<file path="src/rtl/multdiv_wb_arbiter_pkg.sv">
// Shared types and constants for the mult/div writeback arbiter.
package multdiv_wb_arbiter_pkg;

  localparam int unsigned REG_W  = 5;
  localparam int unsigned DATA_W = 32;

  localparam logic [REG_W-1:0] REG_ZERO = '0;

  typedef enum logic [1:0] {
    StIdle = 2'd0,
    StBusy = 2'd1,
    StHold = 2'd2
  } md_state_e;

  // Read-after-write or write-after-write hit against the pending destination; r0 never hits.
  function automatic logic rd_hazard(
    input logic [REG_W-1:0] pend_rd,
    input logic [REG_W-1:0] rs1,
    input logic [REG_W-1:0] rs2,
    input logic [REG_W-1:0] rd,
    input logic             we
  );
    return (pend_rd != REG_ZERO) &&
           ((rs1 == pend_rd) || (rs2 == pend_rd) || (we && (rd == pend_rd)));
  endfunction

endpackage

</file>
<file path="src/rtl/multdiv_wb_arbiter_if.sv">
// Pipeline-facing bundle of the arbiter: X-stage issue, multdiv result, W stage,
// D/X hazard operands and the regfile write port.
interface multdiv_wb_arbiter_if #(
  parameter int unsigned REG_W  = 5,
  parameter int unsigned DATA_W = 32
);

  logic              md_start;
  logic [REG_W-1:0]  md_rd;
  logic              md_ready;
  logic [DATA_W-1:0] md_result;
  logic              wb_we;
  logic [REG_W-1:0]  wb_rd;
  logic [DATA_W-1:0] wb_data;
  logic [REG_W-1:0]  dx_rs1;
  logic [REG_W-1:0]  dx_rs2;
  logic [REG_W-1:0]  dx_rd;
  logic              dx_we;
  logic              rf_we;
  logic [REG_W-1:0]  rf_rd;
  logic [DATA_W-1:0] rf_data;
  logic              stall;
  logic              md_busy;

  // Pipeline / environment side.
  modport master (
    output md_start, md_rd, md_ready, md_result, wb_we, wb_rd, wb_data,
           dx_rs1, dx_rs2, dx_rd, dx_we,
    input  rf_we, rf_rd, rf_data, stall, md_busy
  );

  // Arbiter side.
  modport slave (
    input  md_start, md_rd, md_ready, md_result, wb_we, wb_rd, wb_data,
           dx_rs1, dx_rs2, dx_rd, dx_we,
    output rf_we, rf_rd, rf_data, stall, md_busy
  );

endinterface

</file>
<file path="src/rtl/multdiv_wb_arbiter_pending_rd_reg.sv">
// Destination register of the in-flight mult/div op: enable load, synchronous reset.
module pending_rd_reg #(
  parameter int unsigned Width = 5
) (
  input  logic             clock,
  input  logic             reset,
  input  logic             en,
  input  logic [Width-1:0] d,
  output logic [Width-1:0] q
);

  // Load on enable, clear on reset.
  always_ff @(posedge clock) begin
    if (reset) begin
      q <= '0;
    end else if (en) begin
      q <= d;
    end
  end

endmodule

</file>
<file path="src/rtl/multdiv_wb_arbiter.sv">
// Tracks the single in-flight mult/div op, shares the regfile write port with the
// W stage (W always wins) and stalls the front-end on hazards and structural conflicts.
module multdiv_wb_arbiter
  import multdiv_wb_arbiter_pkg::*;
#(
  parameter int unsigned REG_W  = multdiv_wb_arbiter_pkg::REG_W,
  parameter int unsigned DATA_W = multdiv_wb_arbiter_pkg::DATA_W
) (
  input logic             clock,
  input logic             reset,
  multdiv_wb_arbiter_if.slave bus
);

  md_state_e         state;
  logic [DATA_W-1:0] hold_data;
  logic              busy;
  logic [REG_W-1:0]  pend_rd;
  logic              accept;

  // An op is accepted only against the registered IDLE state.
  assign accept = (state == StIdle) && bus.md_start;

  pending_rd_reg #(
    .Width (REG_W)
  ) u_pending_rd (
    .clock (clock),
    .reset (reset),
    .en    (accept),
    .d     (bus.md_rd),
    .q     (pend_rd)
  );

  // Op lifecycle FSM; busy mirrors state != IDLE as a registered flag.
  always_ff @(posedge clock) begin
    if (reset) begin
      state     <= StIdle;
      hold_data <= '0;
      busy      <= 1'b0;
    end else begin
      unique case (state)
        StIdle: begin
          if (bus.md_start) begin
            state <= StBusy;
            busy  <= 1'b1;
          end
        end
        StBusy: begin
          if (bus.md_ready) begin
            hold_data <= bus.md_result;
            state     <= StHold;
          end
        end
        StHold: begin
          // The W stage owns the port whenever it writes; drain on the first free cycle.
          if (!bus.wb_we) begin
            state <= StIdle;
            busy  <= 1'b0;
          end
        end
        default: begin
          state <= StIdle;
          busy  <= 1'b0;
        end
      endcase
    end
  end

  // Regfile write port mux: W stage first, then the held result (r0 suppressed).
  always_comb begin
    bus.rf_we   = 1'b0;
    bus.rf_rd   = bus.wb_rd;
    bus.rf_data = bus.wb_data;
    if (reset) begin
      bus.rf_we = 1'b0;
    end else if (bus.wb_we) begin
      bus.rf_we = 1'b1;
    end else if (state == StHold) begin
      bus.rf_we   = (pend_rd != REG_ZERO);
      bus.rf_rd   = pend_rd;
      bus.rf_data = hold_data;
    end
  end

  // Front-end stall: structural issue, pending-destination hazard, or result waiting in HOLD.
  always_comb begin
    bus.stall = 1'b0;
    if (!reset && (state != StIdle)) begin
      bus.stall = bus.md_start || (state == StHold) ||
                  rd_hazard(pend_rd, bus.dx_rs1, bus.dx_rs2, bus.dx_rd, bus.dx_we);
    end
  end

  assign bus.md_busy = busy && !reset;

endmodule
</file>
<file path="src/flat_wrapper.sv">
// flat-port wrapper written by rule: the top's interface ports become plain ports
module multdiv_wb_arbiter_flat import multdiv_wb_arbiter_pkg::*;
#(
  parameter int unsigned REG_W  = multdiv_wb_arbiter_pkg::REG_W,
  parameter int unsigned DATA_W = multdiv_wb_arbiter_pkg::DATA_W
)
  (clock, reset, bus_md_start, bus_md_rd, bus_md_ready, bus_md_result, bus_wb_we, bus_wb_rd, bus_wb_data, bus_dx_rs1, bus_dx_rs2, bus_dx_rd, bus_dx_we, bus_rf_we, bus_rf_rd, bus_rf_data, bus_stall, bus_md_busy);
  multdiv_wb_arbiter_if #(.REG_W(REG_W), .DATA_W(DATA_W)) bus_i ();
  input logic clock;
  input logic reset;
  input wire logic [$bits(bus_i.md_start)-1:0] bus_md_start;
  input wire logic [$bits(bus_i.md_rd)-1:0] bus_md_rd;
  input wire logic [$bits(bus_i.md_ready)-1:0] bus_md_ready;
  input wire logic [$bits(bus_i.md_result)-1:0] bus_md_result;
  input wire logic [$bits(bus_i.wb_we)-1:0] bus_wb_we;
  input wire logic [$bits(bus_i.wb_rd)-1:0] bus_wb_rd;
  input wire logic [$bits(bus_i.wb_data)-1:0] bus_wb_data;
  input wire logic [$bits(bus_i.dx_rs1)-1:0] bus_dx_rs1;
  input wire logic [$bits(bus_i.dx_rs2)-1:0] bus_dx_rs2;
  input wire logic [$bits(bus_i.dx_rd)-1:0] bus_dx_rd;
  input wire logic [$bits(bus_i.dx_we)-1:0] bus_dx_we;
  output wire logic [$bits(bus_i.rf_we)-1:0] bus_rf_we;
  output wire logic [$bits(bus_i.rf_rd)-1:0] bus_rf_rd;
  output wire logic [$bits(bus_i.rf_data)-1:0] bus_rf_data;
  output wire logic [$bits(bus_i.stall)-1:0] bus_stall;
  output wire logic [$bits(bus_i.md_busy)-1:0] bus_md_busy;
  assign bus_i.md_start = bus_md_start;
  assign bus_i.md_rd = bus_md_rd;
  assign bus_i.md_ready = bus_md_ready;
  assign bus_i.md_result = bus_md_result;
  assign bus_i.wb_we = bus_wb_we;
  assign bus_i.wb_rd = bus_wb_rd;
  assign bus_i.wb_data = bus_wb_data;
  assign bus_i.dx_rs1 = bus_dx_rs1;
  assign bus_i.dx_rs2 = bus_dx_rs2;
  assign bus_i.dx_rd = bus_dx_rd;
  assign bus_i.dx_we = bus_dx_we;
  assign bus_rf_we = bus_i.rf_we;
  assign bus_rf_rd = bus_i.rf_rd;
  assign bus_rf_data = bus_i.rf_data;
  assign bus_stall = bus_i.stall;
  assign bus_md_busy = bus_i.md_busy;
  multdiv_wb_arbiter #(.REG_W(REG_W), .DATA_W(DATA_W)) u_core (.clock(clock), .reset(reset), .bus(bus_i));
endmodule
</file>
<file path="config.mk">
export PLATFORM = sky130hd
export DESIGN_NAME = multdiv_wb_arbiter_flat
export DESIGN_NICKNAME = d
export VERILOG_FILES = /design/src/rtl/multdiv_wb_arbiter_pkg.sv /design/src/rtl/multdiv_wb_arbiter_if.sv /design/src/rtl/multdiv_wb_arbiter_pending_rd_reg.sv /design/src/rtl/multdiv_wb_arbiter.sv /design/src/flat_wrapper.sv
export SDC_FILE = /design/constraint.sdc
export NUM_CORES = 1
export LEC_CHECK = 0
export CAP_MARGIN = 40
export CORE_UTILIZATION = 42
export CTS_BUF_LIST = sky130_fd_sc_hd__clkbuf_4
export CTS_CLUSTER_DIAMETER = 60
export DETAILED_ROUTE_END_ITERATION = 10
export PLACE_DENSITY = 0.95
export SETUP_SLACK_MARGIN = 0.2
export SLEW_MARGIN = 20
export SYNTH_ARGS = -nofsm -noshare
export SYNTH_HDL_FRONTEND = slang
export SYNTH_SLANG_ARGS = --single-unit
export TNS_END_PERCENT = 50
</file>
<file path="constraint.sdc">
create_clock -name clock -period 4.78 [get_ports clock]
set_input_delay 0.717 -clock clock [delete_from_list [all_inputs] [get_ports clock]]
set_output_delay 0.717 -clock clock [all_outputs]
set_load 0.02 [all_outputs]
</file>
# Yosys cells after proc, flatten, opt, wreduce, memory -nomap -nowiden
# Cells that the tools add are included.
[op_classes] mux=17 reduce_logical=16 bitwise=1 eq_ne=8
[ops] cell="$mux W32" n=3
[ops] cell="$eq A5 B5 Y1" n=3
[ops] cell="$mux W5" n=3
[ops] cell="$mux W1" n=6
[ops] cell="$mux W2" n=3
[ops] cell="$ne A2 B2 Y1 const B" n=3
[ops] cell="$pmux W2 S3" n=1
[ops] cell="$reduce_and A3 Y1" n=2
[ops] cell="$logic_and A1 B1 Y1" n=5
[ops] cell="$reduce_bool A5 Y1" n=1
[ops] cell="$logic_or A1 B1 Y1" n=4
[ops] cell="$pmux W1 S3" n=1
[ops] cell="$eq A2 B1 Y1 const B" n=1
[ops] cell="$eq A2 B2 Y1 const B" n=1
[ops] cell="$logic_not A2 Y1" n=1
[ops] cell="$reduce_and A2 Y1" n=1
[ops] cell="$reduce_bool A2 Y1" n=1
[ops] cell="$logic_not A1 Y1" n=1
[ops] cell="$not A1 Y1" n=1
[totals] input_bits=95 reg_bits=40 output_inout_bits=40 wordCells=46

# Logic depth before layout (Yosys ltp)
# Gate-level depths: netlist of run 1.
[logic_depth] word_depth=6 ltp_mapped=6 mapped_depth_nobuf=4

# Modules after synthesis
# From an unflattened synthesis of run 1, not the netlist that was laid out.
[unflattened] hier_cells=244 hier_area_um2=2100.8
[by_module_without_submodules] mod="multdiv_wb_arbiter" seq_area_each_um2=700.7 n_inst=1 area_per_inst_um2=1920.6 cells_each=228
[by_module_without_submodules] mod="pending_rd_reg" seq_area_each_um2=100.1 n_inst=1 area_per_inst_um2=180.2 cells_each=16

# Least setup slack after synthesis of run 1
# No wires, ideal clock.
[synth_path] path_kind="input to output" start="input port reset" end="output port bus_rf_data[0]" stages=5 arrival_time_ns=1.649 n_path_buf=3 required_ns=4.063 setup_slack_ns=2.414 path_cell_list="buf_6 > nor3b_2 > buf_6 > buf_12 > mux2_4"
[synth_via] elab_chain_len=1
[synth_lines] item="from (decl)" line="flat_wrapper.sv:10" rtl="input logic reset;"
[synth_lines] item="$mux W32" line="multdiv_wb_arbiter.sv:73" rtl="if (reset) begin"
[synth_lines] item="to (decl)" line="flat_wrapper.sv:24" rtl="output wire logic [$bits(bus_i.rf_data)-1:0] bus_rf_data;"
# Every way passes these cells.

# Final worst setup path of run 1
[layout_path] start="input port bus_wb_we" end="output port bus_rf_rd[2]"
[layout_via] elab_chain_len=2
[layout_lines] item="from (decl)" line="flat_wrapper.sv:15" rtl="input wire logic [$bits(bus_i.wb_we)-1:0] bus_wb_we;"
[layout_lines] item="$mux W5" line="multdiv_wb_arbiter.sv:75" rtl="end else if (bus.wb_we) begin"
[layout_lines] item="$mux W5" line="multdiv_wb_arbiter.sv:73"
[layout_lines] item="to (decl)" line="flat_wrapper.sv:23" rtl="output wire logic [$bits(bus_i.rf_rd)-1:0] bus_rf_rd;"
# Every way passes these cells.

==> impl_metrics.py, run 1 <==
metrics = {
    "status": {
        "outcome": "completed",
    },
    "worst_hold_path": {
        "hold_depth": 2,
        "hp-start": "u_core.hold_data[18]$_SDFFE_PP0P_",
        "hold_class": "register to register",
    },
    "synthesis": {
        "synthArstFlopShare_pct": 0,
        "ys_seq_area_share_pct": 35.0,
        "synth_edf_count": 0,
        "syn_nets": 345,
        "synth-seq-cells": 40,
        "synthFlopType": "dfxtp_1",
        "syn_avg_cell_area_um2": 9.14,
        "synth_area_mm2": 0.00229,
        "syn-instance-count": 250,
        "synth_warnings": 0,
        "yosysUniqueCellTypes": 31,
    },
    "cts": {
        "cts_tree": "built",
        "clkTransAtPathRegs_ns": 0.10,
        "clock-root-buffer": "clkbuf_4",
        "post_cts_buffers": 0,
        "cts_buffers": 5,
        "clk_path_buf_depth": 2,
        "cts-resized-gates": 0,
        "cts.sinks": 40,
        "holdBufCountCts": 0,
        "clk-insertion-delay-late_ns": 0.33,
        "htreeDepth": 2,
    },
    "floorplan": {
        "fp-row-count": 26,
        "ioPinCount": 135,
        "start_util_pct": 44.2,
        "die_area_mm2": 0.00574,
        "dieHeight_um": 75.8,
        "core-area_mm2": 0.00517,
        "die_w_um": 75.8,
    },
    "timing": {
        "fin_tns_setup_ns": 0,
        "tightest_slew_ns": 0.647,
        "period_share_pct": 71.0,
        "skew_ns": 0.0141,
        "fin_crit_ns": 3.39,
        "hold_viol_final": 0,
        "fmax_ghz": 0.295,
        "final_max_slew_viol_count": 0,
        "setup_viol": 0,
        "grt_setup_unrepaired": "no",
        "slew_headroom_pct": 56.8,
        "fin_hold_ws_ns": 0.460,
    },
    "cells_and_area": {
        "diodes": 0,
        "drive_gt1_share_pct": 15.0,
        "area_growth_pct": 59.4,
        "seq_area_um2": 801,
        "final_common_cell": "clkdlybuf4s50_1",
        "nNetsFinal": 468,
        "fillers": 387,
        "multi_input_area_mm2": 0.00132,
        "mostFrequentLayoutCells": "clkdlybuf4s50_1 (133), nand2_1 (67), dfxtp_1 (40), a21oi_1 (35), mux2_4 (30)",
    },
    "routing": {
        "remaining_drc_errors": 0,
        "via_per_inst": 4.87,
        "wl_per_cell_um": 14.2,
        "drt_iter0_drc": 52,
        "dr.pass1.iters": 4,
        "vias": 2159,
        "drt_wl_total_um": 6280,
        "postRouteAntennaNets": 0,
    },
    "critical_path": {
        "arrival_ns": 2.68,
        "path_class": "primary input to output pin",
        "cp-end-kind": "output pin",
        "cp_max_fo": 18,
        "required_ns": 4.06,
        "r2r-start": "u_core.state[0]$_SDFFE_PP0P_",
        "reg2reg_depth": 5,
        "r2r_slack_ns": 3.03,
        "critPathLaunch": "bus_wb_we",
        "start_kind": "primary input",
    },
    "place": {
        "gp_congestion": 0.754,
        "dp_hpwl_um": 4880,
        "portBuffers": 134,
    },
    "power_and_ir_drop": {
        "p_leak_nw": 1.39,
        "vdd_drop_max_mv": 0.108,
        "p_per_area_mw_per_mm2": 209,
    },
    "global_routing": {
        "overflow": 0,
        "track_usage_pct": 21.2,
        "antenna_found_initial": 0,
        "grt_max_degree": 45,
        "first_global_vias": 2133,
        "grt_pass1_wl_um": 9180,
    },
    "run": {
        "maxCapViolCount": 0,
    },
}
cell usage after synthesis (all sizes together) (2+ instances only):
library cell,instances,share of area [%]
xnor2,5,1.9
buf,15,6.1
mux2,37,23
nand3,2,0.44
nor2,9,1.5
mux2i,5,2.2
a21oi,35,7.7
nand2,67,11
xor2,10,3.8
nor2b,3,0.93
nor3,2,0.44
dfxtp,40,35
clkbuf,7,1.2
layer usage:
layer  vias to the layer above  GRT usage (%)  part of all wire, %
li1                       1079              -                    -
met2                        91           40.3                   55
met3                        12           5.42                  6.7
met5                         -              0                    0
met1                       977           21.6                   37
met4                         0           9.47                  1.8
worst paths after layout:
path / end
hold / removal: u_core.hold_data[18]$_SDFFE_PP0P_
setup / recovery: bus_rf_rd[2]
setup reg to reg: u_core.hold_data[30]$_SDFFE_PP0P_
hold reg to reg: u_core.hold_data[18]$_SDFFE_PP0P_
final cells by class:
type	instances	area share [%]
clock buffers	6	1.24
clock inverters	1	0.137
inverters	1	0.103
multi-input cells	187	36.3
flip-flops and latches	40	22.0
well taps	70	2.40
repair buffers	138	37.8
sequential cells by signal, summed over array words and instances, names as in the netlist:
signal and flops:
u_core.state 2, u_core.u_pending_rd.q 5, u_core.busy 1, u_core.hold_data 32
cells by family after synthesis:
| group | share of synthesized area, % |
|---|---|
| AO/OA/AOI/OAI | 9.25 |
| XOR/XNOR | 5.75 |
| buffers and inverters | 7.44 |
| flip-flops | 35.0 |
| multiplexers | 25.3 |
| AND/OR/NAND/NOR | 17.2 |
where the power goes:
part | total (mW) | internal [mW] | switching [mW] | leakage [nW]
sequential | 0.365 | 0.350 | 0.0159 | 0.326
clock | 0.158 | 0.0600 | 0.0980 | 0.0315
combinational | 0.239 | 0.149 | 0.0898 | 1.03
total | 0.762 | 0.559 | 0.204 | 1.39
per-stage QoR:
stage               instance area, um2  instances  setup WS (ns)  total power, mW  utilization, %
CTS                               3620        442           1.37            0.771            70.1
detailed placement                3570        435           1.37            0.610            69.1
global placement                  3570        435           1.41            0.603            69.1
global route                      3640        443           1.33            0.805            70.5
finish                            3640        443           1.39            0.762            70.5
floorplan                         2290        250           2.41            0.484               -
worst max-delay path: stages:
cell and delay [ns]:
clkdlybuf4s50_1 0.47, nor3b_4 0.22, buf_4 0.33, mux2_2 0.38, clkdlybuf4s50_1 0.55
(Power assumes the default switching activity.)
==> inputs of run 2 (changes only) <==
--- a/config.mk
+++ b/config.mk
@@ -6,11 +6,11 @@
 export NUM_CORES = 1
 export LEC_CHECK = 0
 export CAP_MARGIN = 40
-export CORE_UTILIZATION = 42
+export CORE_UTILIZATION = 39
 export CTS_BUF_LIST = sky130_fd_sc_hd__clkbuf_4
 export CTS_CLUSTER_DIAMETER = 60
 export DETAILED_ROUTE_END_ITERATION = 10
-export PLACE_DENSITY = 0.95
+export PLACE_DENSITY = 0.9
 export SETUP_SLACK_MARGIN = 0.2
 export SLEW_MARGIN = 20
 export SYNTH_ARGS = -nofsm -noshare
==> constraint.sdc (replaced) <==
create_clock -name clock -period 3.38 [get_ports clock]
set_input_delay 0.507 -clock clock [delete_from_list [all_inputs] [get_ports clock]]
set_output_delay 0.507 -clock clock [all_outputs]
set_load 0.02 [all_outputs]
==> run 2 against run 1 <==
Final cell count grew 0.45%; register-to-register slack got worse by 1.4 ns; global-route usage fell by 0.70 points; worst hold slack better by 0.0029 ns; total power increased by 42%; flip-flop and latch count unchanged; cell area decreased by 0.10%; wire length fell by 0.89%; first-iteration DRC count increased by 23%; critical path depth stayed put; count of clock-buffer cells in the layout fell by 1; via count down 0.79%.
==> impl_metrics.py, run 2 (synthesis gave the netlist of run 1 again) <==
metrics = {
    "cts": {
        "htreeDepth": 2,
        "cts.sinks": 40,
        "clk_path_buf_depth": 2,
        "cts_buffers": 5,
        "cts-resized-gates": 0,
        "clk-insertion-delay-late_ns": 0.34,
        "post_cts_buffers": 0,
        "clkTransAtPathRegs_ns": 0.12,
        "cts_tree": "built",
        "clock-root-buffer": "clkbuf_4",
        "holdBufCountCts": 0,
    },
    "floorplan": {
        "ioPinCount": 135,
        "core-area_mm2": 0.00557,
        "die_w_um": 78.6,
        "fp-row-count": 27,
        "dieHeight_um": 78.6,
        "die_area_mm2": 0.00617,
        "start_util_pct": 41.0,
    },
    "timing": {
        "setup_slack_ns": 0.341,
        "final_max_slew_viol_count": 0,
        "fmax_ghz": 0.329,
        "tightest_slew_ns": 0.691,
        "setup_viol": 0,
        "skew_ns": 0.00454,
        "period_share_pct": 89.9,
        "slew_headroom_pct": 53.9,
        "fin_crit_ns": 3.04,
        "fin_tns_setup_ns": 0,
        "hold_viol_final": 0,
        "grt_setup_unrepaired": "no",
    },
    "critical_path": {
        "cp_max_fo": 37,
        "start_kind": "register",
        "reg2reg_to": "u_core.hold_data[30]$_SDFFE_PP0P_",
        "cp-end-kind": "output pin",
        "reg2reg_depth": 5,
        "crit_family": "buffers and inverters",
        "worst-path-buf-inv": 2,
        "max_stage_delay_ns": 0.54,
        "path_cells": "nor2b_2, nor3b_4, buf_12, mux2_2, clkdlybuf4s50_1",
        "critPathLaunch": "u_core.state[1]$_SDFFE_PP0P_",
        "path_class": "register to output pin",
        "crit_slowest_cell": "clkdlybuf4s50_1",
        "crit_cells": 5,
        "r2r_slack_ns": 1.62,
        "arrival_ns": 2.53,
        "cp-endpoint": "bus_rf_data[31]",
        "r2r-start": "u_core.state[0]$_SDFFE_PP0P_",
        "required_ns": 2.87,
    },
    "cells_and_area": {
        "final_common_cell": "clkdlybuf4s50_1",
        "top_register": "u_core.hold_data",
        "nNetsFinal": 467,
        "reg_top3": "u_core.hold_data (32), u_core.u_pending_rd.q (5), u_core.state (2)",
        "diodes": 0,
        "area_growth_pct": 59.3,
        "largest_reg_flops": 32,
        "drive_gt1_share_pct": 14.7,
        "mostFrequentLayoutCells": "clkdlybuf4s50_1 (133), nand2_1 (67), dfxtp_1 (40), a21oi_1 (35), mux2_4 (30)",
    },
    "power_and_ir_drop": {
        "vdd_drop_max_mv": 0.173,
        "fin_total_pwr_mw": 1.08,
        "p_leak_nw": 1.38,
        "p_per_area_mw_per_mm2": 297,
    },
    "global_routing": {
        "grt_max_degree": 38,
        "grt_pass1_wl_um": 9940,
        "overflow": 0,
        "track_usage_pct": 20.5,
        "antenna_found_initial": 0,
        "first_global_vias": 2182,
    },
    "routing": {
        "drt_iter0_drc": 64,
        "remaining_drc_errors": 0,
        "postRouteAntennaNets": 0,
        "via_per_inst": 4.81,
        "wl_per_cell_um": 14.0,
        "drt_wl_total_um": 6220,
        "dr.pass1.iters": 4,
        "vias": 2142,
    },
    "place": {
        "portBuffers": 134,
        "gp_congestion": 0.710,
        "place_ws_ns": 0.412,
        "dp_hpwl_um": 4750,
    },
    "worst_hold_path": {
        "hold_class": "register to register",
    },
    "run": {
        "maxCapViolCount": 0,
    },
    "status": {
        "outcome": "completed",
    },
}
-- run 2: changes by cell type in the layout (fill, tap and decap cells not counted) --
cell / change
buf_4: -1
clkinv_2: +1
clkbuf_4: -1
clkinv_1: +1
-- run 2: where the power goes --
group / switching (mW) / internal, mW
sequential: 0.0228 / 0.494
combinational: 0.124 / 0.209
clock: 0.154 / 0.0765
-- run 2: worst register-to-register path, stage by stage (launching register included) --
cell	delay [ns]
dfxtp_1	0.47
nand2_1	0.11
nor2_2	0.55
buf_4	0.35
nand2_1	0.08
a21oi_1	0.13
-- run 2: cell type report --
| cell class | instances | area (um2) |
|---|---|---|
| Tap cell | 72 | 90.1 |
| Clock inverter | 3 | 13.8 |
| Inverter | 1 | 3.75 |
| Fill cell | 460 | 1930 |
| Multi-Input combinational cell | 187 | 1320 |
| Clock buffer | 5 | 37.5 |
| Timing Repair Buffer | 137 | 1370 |
| Sequential cell | 40 | 801 |
-- run 2: how the worst min path moves through the flow --
stage                                        end                         startpoint  depth (start not counted)
2_1_floorplan  u_core.hold_data[30]$_SDFFE_PP0P_  u_core.hold_data[30]$_SDFFE_PP0P_                          2
3_3_place_gp   u_core.hold_data[12]$_SDFFE_PP0P_  u_core.hold_data[12]$_SDFFE_PP0P_                          2
3_5_place_dp   u_core.hold_data[28]$_SDFFE_PP0P_  u_core.hold_data[28]$_SDFFE_PP0P_                          2
4_1_cts        u_core.hold_data[28]$_SDFFE_PP0P_  u_core.hold_data[28]$_SDFFE_PP0P_                          2
5_1_grt        u_core.hold_data[17]$_SDFFE_PP0P_  u_core.hold_data[17]$_SDFFE_PP0P_                          2
6_report       u_core.hold_data[23]$_SDFFE_PP0P_  u_core.hold_data[23]$_SDFFE_PP0P_                          2
-- run 2: per-stage QoR --
stage | cells | hold WS, ns | cell area, um2 | util, %
2_1_floorplan | 250 | 0.433 | 2290 | -
3_3_place_gp | 437 | 0.443 | 3590 | 64.4
3_5_place_dp | 437 | 0.447 | 3590 | 64.4
4_1_cts | 445 | 0.463 | 3640 | 65.3
5_1_grt | 445 | 0.483 | 3640 | 65.3
6_report | 445 | 0.463 | 3640 | 65.3
-- run 2: layer usage --
layer  vias to the layer above  global-route usage (%)  share of wire, %
li1                       1076                       -                 -
met5                         -                       0                 0
met4                         0                    9.81               2.5
met2                        96                    38.5                52
met1                       955                    21.8                39
met3                        15                    3.60               6.0
